## src/rtl/branch_pkg.sv

```systemverilog
// Shared types for the branch predictor update path.
// Entry layout and PC width used by the resolve tracker and its queue.
package branch_pkg;

    localparam int BR_PC_NBITS = 32;

    typedef struct packed {
        logic [BR_PC_NBITS-1:0] pc;
        logic                   taken;
    } branch_entry_t;

endpackage

```

## src/rtl/branch_resolve_tracker_queue.sv

```systemverilog
// In-order circular buffer of issued branch predictions.
// A clear empties the queue by snapping head onto the current tail.
module branch_resolve_tracker_queue
    import branch_pkg::*;
#(
    parameter int NUM_ENTRIES = 4
) (
    input  logic          clk,
    input  logic          reset,
    input  logic          enq_val,
    output logic          enq_rdy,
    input  branch_entry_t enq_data,
    input  logic          deq_val,
    output logic          deq_rdy,
    output branch_entry_t deq_data,
    input  logic          clear,
    output logic          full,
    output logic          empty
);

    localparam int PW = $clog2(NUM_ENTRIES);
    localparam int CW = PW + 1;

    branch_entry_t mem_q [NUM_ENTRIES];

    logic [PW-1:0] head_q, head_d;
    logic [PW-1:0] tail_q, tail_d;
    logic [CW-1:0] cnt_q, cnt_d;
    logic          enq_fire;
    logic          deq_fire;

    assign full     = (cnt_q == CW'(NUM_ENTRIES));
    assign empty    = (cnt_q == '0);
    assign enq_rdy  = !full;
    assign deq_rdy  = !empty;
    assign deq_data = mem_q[head_q];

    // An enqueue landing in a flush cycle is wrong-path and dropped.
    assign enq_fire = enq_val && !full && !clear;
    assign deq_fire = deq_val && !empty;

    always_comb begin
        head_d = head_q;
        tail_d = tail_q;
        cnt_d  = cnt_q;
        if (clear) begin
            head_d = tail_q;
            cnt_d  = '0;
        end else begin
            if (enq_fire) tail_d = tail_q + 1'b1;
            if (deq_fire) head_d = head_q + 1'b1;
            cnt_d = cnt_q + CW'(enq_fire) - CW'(deq_fire);
        end
    end

    always_ff @(posedge clk) begin
        if (reset) begin
            head_q <= '0;
            tail_q <= '0;
            cnt_q  <= '0;
        end else begin
            head_q <= head_d;
            tail_q <= tail_d;
            cnt_q  <= cnt_d;
        end
    end

    always_ff @(posedge clk) begin
        if (enq_fire) mem_q[tail_q] <= enq_data;
    end

endmodule

```

## src/rtl/branch_resolve_tracker.sv

```systemverilog
// Retires in-flight predictions against resolved outcomes and drives predictor updates.
// Statistics counters are built only when BRANCH_RESOLVE_TRACKER_STATS_EN is defined.
module branch_resolve_tracker
    import branch_pkg::*;
#(
    parameter int NUM_ENTRIES = 4,
    parameter int CNT_NBITS   = 32
) (
    input  logic                   clk,
    input  logic                   reset,
    input  logic                   pred_val,
    output logic                   pred_rdy,
    input  logic [BR_PC_NBITS-1:0] pred_pc,
    input  logic                   pred_taken,
    input  logic                   resolve_val,
    output logic                   resolve_rdy,
    input  logic                   resolve_taken,
    output logic                   update_en,
    output logic                   update_val,
    output logic                   mispredict,
    output logic [BR_PC_NBITS-1:0] mispredict_pc,
    output logic [CNT_NBITS-1:0]   total_count,
    output logic [CNT_NBITS-1:0]   mispred_count
);

    branch_entry_t enq_entry;
    branch_entry_t head_entry;
    logic          full;
    logic          empty;
    logic          fire;
    logic          miss;

    logic                   update_en_q;
    logic                   update_val_q;
    logic                   mispredict_q;
    logic [BR_PC_NBITS-1:0] mispredict_pc_q;

    assign enq_entry = '{pc: pred_pc, taken: pred_taken};

    branch_resolve_tracker_queue #(
        .NUM_ENTRIES(NUM_ENTRIES)
    ) u_queue (
        .clk      (clk),
        .reset    (reset),
        .enq_val  (pred_val),
        .enq_rdy  (pred_rdy),
        .enq_data (enq_entry),
        .deq_val  (resolve_val),
        .deq_rdy  (resolve_rdy),
        .deq_data (head_entry),
        .clear    (fire && miss),
        .full     (full),
        .empty    (empty)
    );

    assign fire = resolve_val && !empty;
    assign miss = (head_entry.taken != resolve_taken);

    always_ff @(posedge clk) begin
        if (reset) begin
            update_en_q     <= 1'b0;
            update_val_q    <= 1'b0;
            mispredict_q    <= 1'b0;
            mispredict_pc_q <= '0;
        end else begin
            update_en_q  <= fire;
            update_val_q <= fire && resolve_taken;
            mispredict_q <= fire && miss;
            if (fire && miss) mispredict_pc_q <= head_entry.pc;
        end
    end

    assign update_en     = update_en_q;
    assign update_val    = update_val_q;
    assign mispredict    = mispredict_q;
    assign mispredict_pc = mispredict_pc_q;

`ifdef BRANCH_RESOLVE_TRACKER_STATS_EN
    logic [CNT_NBITS-1:0] total_q;
    logic [CNT_NBITS-1:0] mispred_q;

    always_ff @(posedge clk) begin
        if (reset) begin
            total_q   <= '0;
            mispred_q <= '0;
        end else if (fire) begin
            total_q   <= total_q + 1'b1;
            mispred_q <= mispred_q + CNT_NBITS'(miss);
        end
    end

    assign total_count   = total_q;
    assign mispred_count = mispred_q;
`else
    assign total_count   = '0;
    assign mispred_count = '0;
`endif

    logic unused_full;
    assign unused_full = full;

endmodule

```

## config.mk

```make
export PLATFORM = sky130hd
export DESIGN_NAME = branch_resolve_tracker
export DESIGN_NICKNAME = d
export VERILOG_FILES = /design/src/rtl/branch_pkg.sv /design/src/rtl/branch_resolve_tracker_queue.sv /design/src/rtl/branch_resolve_tracker.sv
export SDC_FILE = /design/constraint.sdc
export NUM_CORES = 1
export LEC_CHECK = 0
export BUFFER_PORTS_ARGS = -buffer_cell sky130_fd_sc_hd__buf_2
export CAP_MARGIN = 20
export CORE_MARGIN = 5
export CORE_UTILIZATION = 30
export CTS_CLUSTER_SIZE = 28
export DETAILED_ROUTE_END_ITERATION = 8
export HOLD_SLACK_MARGIN = 0.03
export PLACE_DENSITY_LB_ADDON = 0.3
export SLEW_MARGIN = 10
export SYNTH_ARGS = -nofsm -noshare
export SYNTH_HDL_FRONTEND = slang
export SYNTH_SLANG_ARGS = --single-unit
```

## constraint.sdc

```tcl
create_clock -name clk -period 4.05 [get_ports clk]
set_clock_uncertainty 0.2 [all_clocks]
set_input_delay 1.215 -clock clk [delete_from_list [all_inputs] [get_ports clk]]
set_output_delay 1.215 -clock clk [all_outputs]
set_load 0.1 [all_outputs]
```

Yosys cells after proc, flatten, opt, wreduce, memory -nomap -nowiden --
Memory sizes are Yosys's and may differ from the RTL's. A register that Yosys moved wholly into a read port is not among the register bits. Cells that the tools add are included.
Storage, ports and cells: register bits after elaboration 42, memory bits (writable) 132, bits of input ports 38, output and inout port bits 101, logic and storage cells 33, memories 1
Memories:
- u_queue.mem_q | depth 4, bits a word 33, rd ports 1, clocked after memory_dff 1, wr ports 1, line branch_resolve_tracker_queue.sv:24 | branch_entry_t mem_q [NUM_ENTRIES];
Cells by class: add/sub/neg operators 4, eq/ne operators 2, mux-type cells 6, bitwise logic cells 1, reductions and logical operators 12
Operators by type and width (count):
- 2-to-1 mux 2 bit | 4
- logical AND 1 bit | 5
- adder 2 x 1 -> 2 bit, second input constant | 2
- adder 3 x 1 -> 3 bit | 1
- equality test 3 bit, second input constant | 1
- zero test 1 bit | 3
- zero test 3 bit | 1
- subtractor 3 x 1 -> 3 bit | 1
- 2-to-1 mux 1 bit | 2
- AND reduction 2 bit | 1
- nonzero test 2 bit | 1
- OR reduction 2 bit | 1
- != test 1 bit | 1
- NOT 1 bit | 1

Logic depth before layout (Yosys ltp) --
depth after elaboration 8, mapped depth 11, mapped depth without buffers 10

Cells and area by module --
Synthesis repeated with hierarchy kept, for this count alone.
Unflattened totals: cells, all modules 441, area, all modules 7358.3 um^2
By module, submodules not included:
- branch_resolve_tracker_queue | times used 1, cells each 229, area an instance 5306.3 um^2, seq. area each 4144.0 um^2
- branch_resolve_tracker | times used 1, cells each 212, area an instance 2052.0 um^2, seq. area each 700.7 um^2

Worst setup path before layout --
No wires, ideal clock.
path type input port to flip-flop, start input resolve_val, end register u_queue.cnt_q[2], setup time 131 ps, arrival 3025 ps, data required time 3719 ps, slack 694 ps, stages 11, buffers on the path 1, cell sequence o31ai_1 -> clkinv_1 -> clkbuf_1 -> ha_1 -> inv_1 -> ha_1 -> inv_1 -> fa_1 -> xor2_1 -> xnor2_1 -> nor3_1
On the way: cells in the longest elaborated chain, start to end 6, elaborated cells between the ends (all ways) 7, classes of those cells add/sub (2); reduce/logical (5)
Ends and longest elaborated chain:
- from (decl) | line branch_resolve_tracker.sv:15 | input logic resolve_val,
- logical AND 1 bit * | line branch_resolve_tracker.sv:56 | assign fire = resolve_val && !empty;
- net fire | line branch_resolve_tracker.sv:30 | logic fire;
- logical AND 1 bit | line branch_resolve_tracker.sv:51 | .clear (fire && miss),
- zero test 1 bit | line branch_resolve_tracker_queue.sv:39 | assign enq_fire = enq_val && !full && !clear;
- logical AND 1 bit | line branch_resolve_tracker_queue.sv:39
- adder 3 x 1 -> 3 bit | line branch_resolve_tracker_queue.sv:52 | cnt_d = cnt_q + CW'(enq_fire) - CW'(deq_fire);
- subtractor 3 x 1 -> 3 bit | line branch_resolve_tracker_queue.sv:52
- to (signal assigned) | line branch_resolve_tracker_queue.sv:64 | cnt_q <= cnt_d;
- to (decl) | line branch_resolve_tracker_queue.sv:28 | logic [CW-1:0] cnt_q, cnt_d;
Mark *: on every way through the listed nets, which the timed path passes. The rest lies on a longest branch. A chain may end at the register's enable or synchronous reset.

Worst setup path in the final report --
start register u_queue.cnt_q[2], end output pred_rdy
On the way: cells in the longest elaborated chain, start to end 2
Ends and longest elaborated chain:
- equality test 3 bit | line branch_resolve_tracker_queue.sv:32 | assign full = (cnt_q == CW'(NUM_ENTRIES));
- zero test 1 bit | line branch_resolve_tracker_queue.sv:34 | assign enq_rdy = !full;
- to (decl) | line branch_resolve_tracker.sv:12 | output logic pred_rdy,
Every way passes these cells.

==> flow_metrics.py <==
metrics = {
    "critical_path": {
        "cp-start-kind": "register",
        "endpoint_kind": "output pin",
        "rr_startpoint": "u_queue.mem_q[3][0]",
        "worstSetupPathType": "reg -> out",
        "worstPathArrival_ps": 1670,
        "cp-startpoint": "u_queue.cnt_q[2]",
        "path_max_fanout": 4,
        "critPathRequiredTime_ps": 2630,
    },
    "global_routing": {
        "antenna_found_initial": 1,
        "grt_pass1_wl_um": 22670,
        "grt_pass1_vias": 3938,
        "grt_max_degree": 48,
        "grt_overflow_total": 0,
        "grt_use_total_pct": 11.26,
    },
    "final_layout": {
        "final_cell_area_um2": 8237,
        "final_nets": 572,
        "n_antenna_cell": 0,
        "area_growth_pct": 16.45,
        "fin_cells": 859,
        "drive_above_1_share_pct": 29.26,
    },
    "yosys": {
        "synth-async-reset-ratio_pct": 0,
        "synth.most_common_cell": "edfxtp_1",
        "yosys-top-cells-count": "132 x edfxtp_1, 64 x buf_4, 44 x dfxtp_1",
        "ys_top_cells_by_area": "edfxtp_1 56%, dfxtp_1 12%, mux4_2 11%",
        "yosysSeqAreaShare_pct": 68.49,
        "synth_ff_type": "edfxtp_1",
        "yosys.cell_types.count": 39,
        "synth_top_cell_by_area": "edfxtp_1",
        "synth_edf_count": 132,
        "synth.top_cell.area_share_pct": 56.04,
        "ys.warnings.count": 0,
        "netlist_instances": 453,
        "syn_area_um2": 7073,
        "syn_avg_cell_area_um2": 15.61,
        "synth_seq_cells": 176,
    },
    "sta": {
        "fin_tns_setup_ps": 0,
        "max_freq_mhz": 324.6,
        "max_slew_margin_pct": 30.99,
        "setup_viol": 0,
        "period_minus_slack_ps": 3081,
        "whs_ps": 276.6,
        "finalHoldViolations": 0,
        "period_share_pct": 76.07,
        "worstMarginPinSlew_ps": 1035,
        "grt_setup_unrepaired": "no",
        "slew_violations": 0,
    },
    "floorplanning": {
        "core_um2": 23330,
        "dieArea_um2": 26750,
        "die_x_um": 163.5,
        "pin_count": 139,
        "std_cell_rows": 56,
        "start_util_pct": 30.31,
        "die_h_um": 163.5,
    },
    "drt": {
        "first_iter_violations": 215,
        "drc": 0,
        "wl_per_cell_um": 17.06,
        "drt_pre_antenna_iters": 4,
        "viasPerCell": 4.452,
        "ant_nets": 0,
        "dr_total_vias": 3824,
        "finalWirelength_um": 14650,
    },
    "clocking": {
        "post_cts_buffers": 0,
        "postCtsResizedCells": 0,
        "clock-sinks": 176,
        "cts_tree": "done",
        "postCtsHoldBufs": 0,
        "clk_pin_slew_ps": 70,
        "clockRootBuffer": "clkbuf_16",
        "htree_num_levels": 4,
        "max-clock-path-buffers": 2,
        "cts_made_buffers": 17,
        "clk_latency_ps": 420,
    },
    "power": {
        "p_total_mw": 6.131,
        "power.density_nw_per_um2": 744.4,
        "ir_worst_vdd_mv": 0.3892,
        "p_leak_nw": 2.883,
    },
    "hold_path": {
        "hold_class": "reg -> reg",
        "min_from": "mispredict_pc[30]",
    },
    "place": {
        "dp_cells": 827,
        "placedInstanceArea_um2": 7652,
        "port_buffers": 74,
        "gp_congestion": 0.6949,
        "dpl.hpwl_um": 9290,
    },
    "flow_run": {
        "maxCapViolCount": 0,
    },
    "run_status": {
        "status": "completed",
    },
}
[metal layers]
metal	GRT usage [%]	wire, um	vias up
met1	14.28	6169	1917
met5	0	13	-
met4	3.393	169	2
met2	18.94	7275	147
li1	-	-	1740
met3	3.028	1025	18
[worst max-delay path: stages, from the launching register on]
cell and delay (ps):
dfxtp_1 430, or3b_2 500, buf_2 310
[kinds of logic (layout without fill, tap and decap cells)]
group	count (synthesis)	count (layout)	share of synthesized area (%)
adders and majority gates	7	7	1.344
DFF	176	176	68.49
muxes	35	35	10.79
other	1	64	0.05302
AOI/OAI and AO/OA	72	72	5.431
xor gates and xnor gates	4	4	0.6016
and+or+nand+nor	60	60	4.493
buffers and inverters	98	122	8.792
[stage by stage]
| stage | worst slack, ps | util [%] |
|---|---|---|
| global placement | 927.2 | 32.80 |
| detailed placement | 861.9 | 32.80 |
| floorplan | 694.3 | - |
| finish | 969.2 | 35.30 |
| CTS | 928.6 | 35.30 |
| global route | 897.4 | 35.30 |
[registers in the layout (all words and copies together), names as in the netlist, named ones only]
name / cells
mispredict: 1
u_queue.cnt_q: 3
u_queue.tail_q: 2
mispredict_pc: 32
update_val: 1
u_queue.head_q: 2
u_queue.mem_q: 132
update_en: 1
[path summary, 6_finish.rpt]
kind / slack, ps / cells past startpoint / to
hold / removal: 280 / 2 / mispredict_pc[30]
hold reg to reg: 280 / 2 / mispredict_pc[30]
setup reg to reg: 1350 / 9 / u_queue.cnt_q[2]
setup / recovery: 970 / 2 / pred_rdy
[report_power, final]
group          internal [mW]  total (mW)  switching [mW]  leakage [nW]
registers               2.29        2.40           0.110          1.57
logic                  0.532        2.12            1.59          1.03
clock network          0.919        1.61           0.690         0.282
[final cells by class]
cell class	instances	area, um^2
inverters	7	26.28
repair buffers	83	488.0
clock buffers	18	429.2
flip-flops and latches	176	4847
well taps	319	399.1
fillers	2196	15100
clock inverters	14	155.1
multi-input cells	242	1892
[cell usage in the layout, fill, tap and decap left out, types with 5 or more instances in the layout]
| cell type | instances |
|---|---|
| nand3_1 | 33 |
| inv_6 | 6 |
| dfxtp_1 | 42 |
| mux4_2 | 33 |
| edfxtp_1 | 132 |
| inv_1 | 6 |
| ha_1 | 6 |
| buf_4 | 5 |
| a21oi_1 | 32 |
| o21ai_0 | 31 |
| clkbuf_16 | 17 |
| buf_2 | 74 |
| nand2_1 | 5 |
| conb_1 | 64 |
Note: power is estimated with default switching activity, not from simulation.
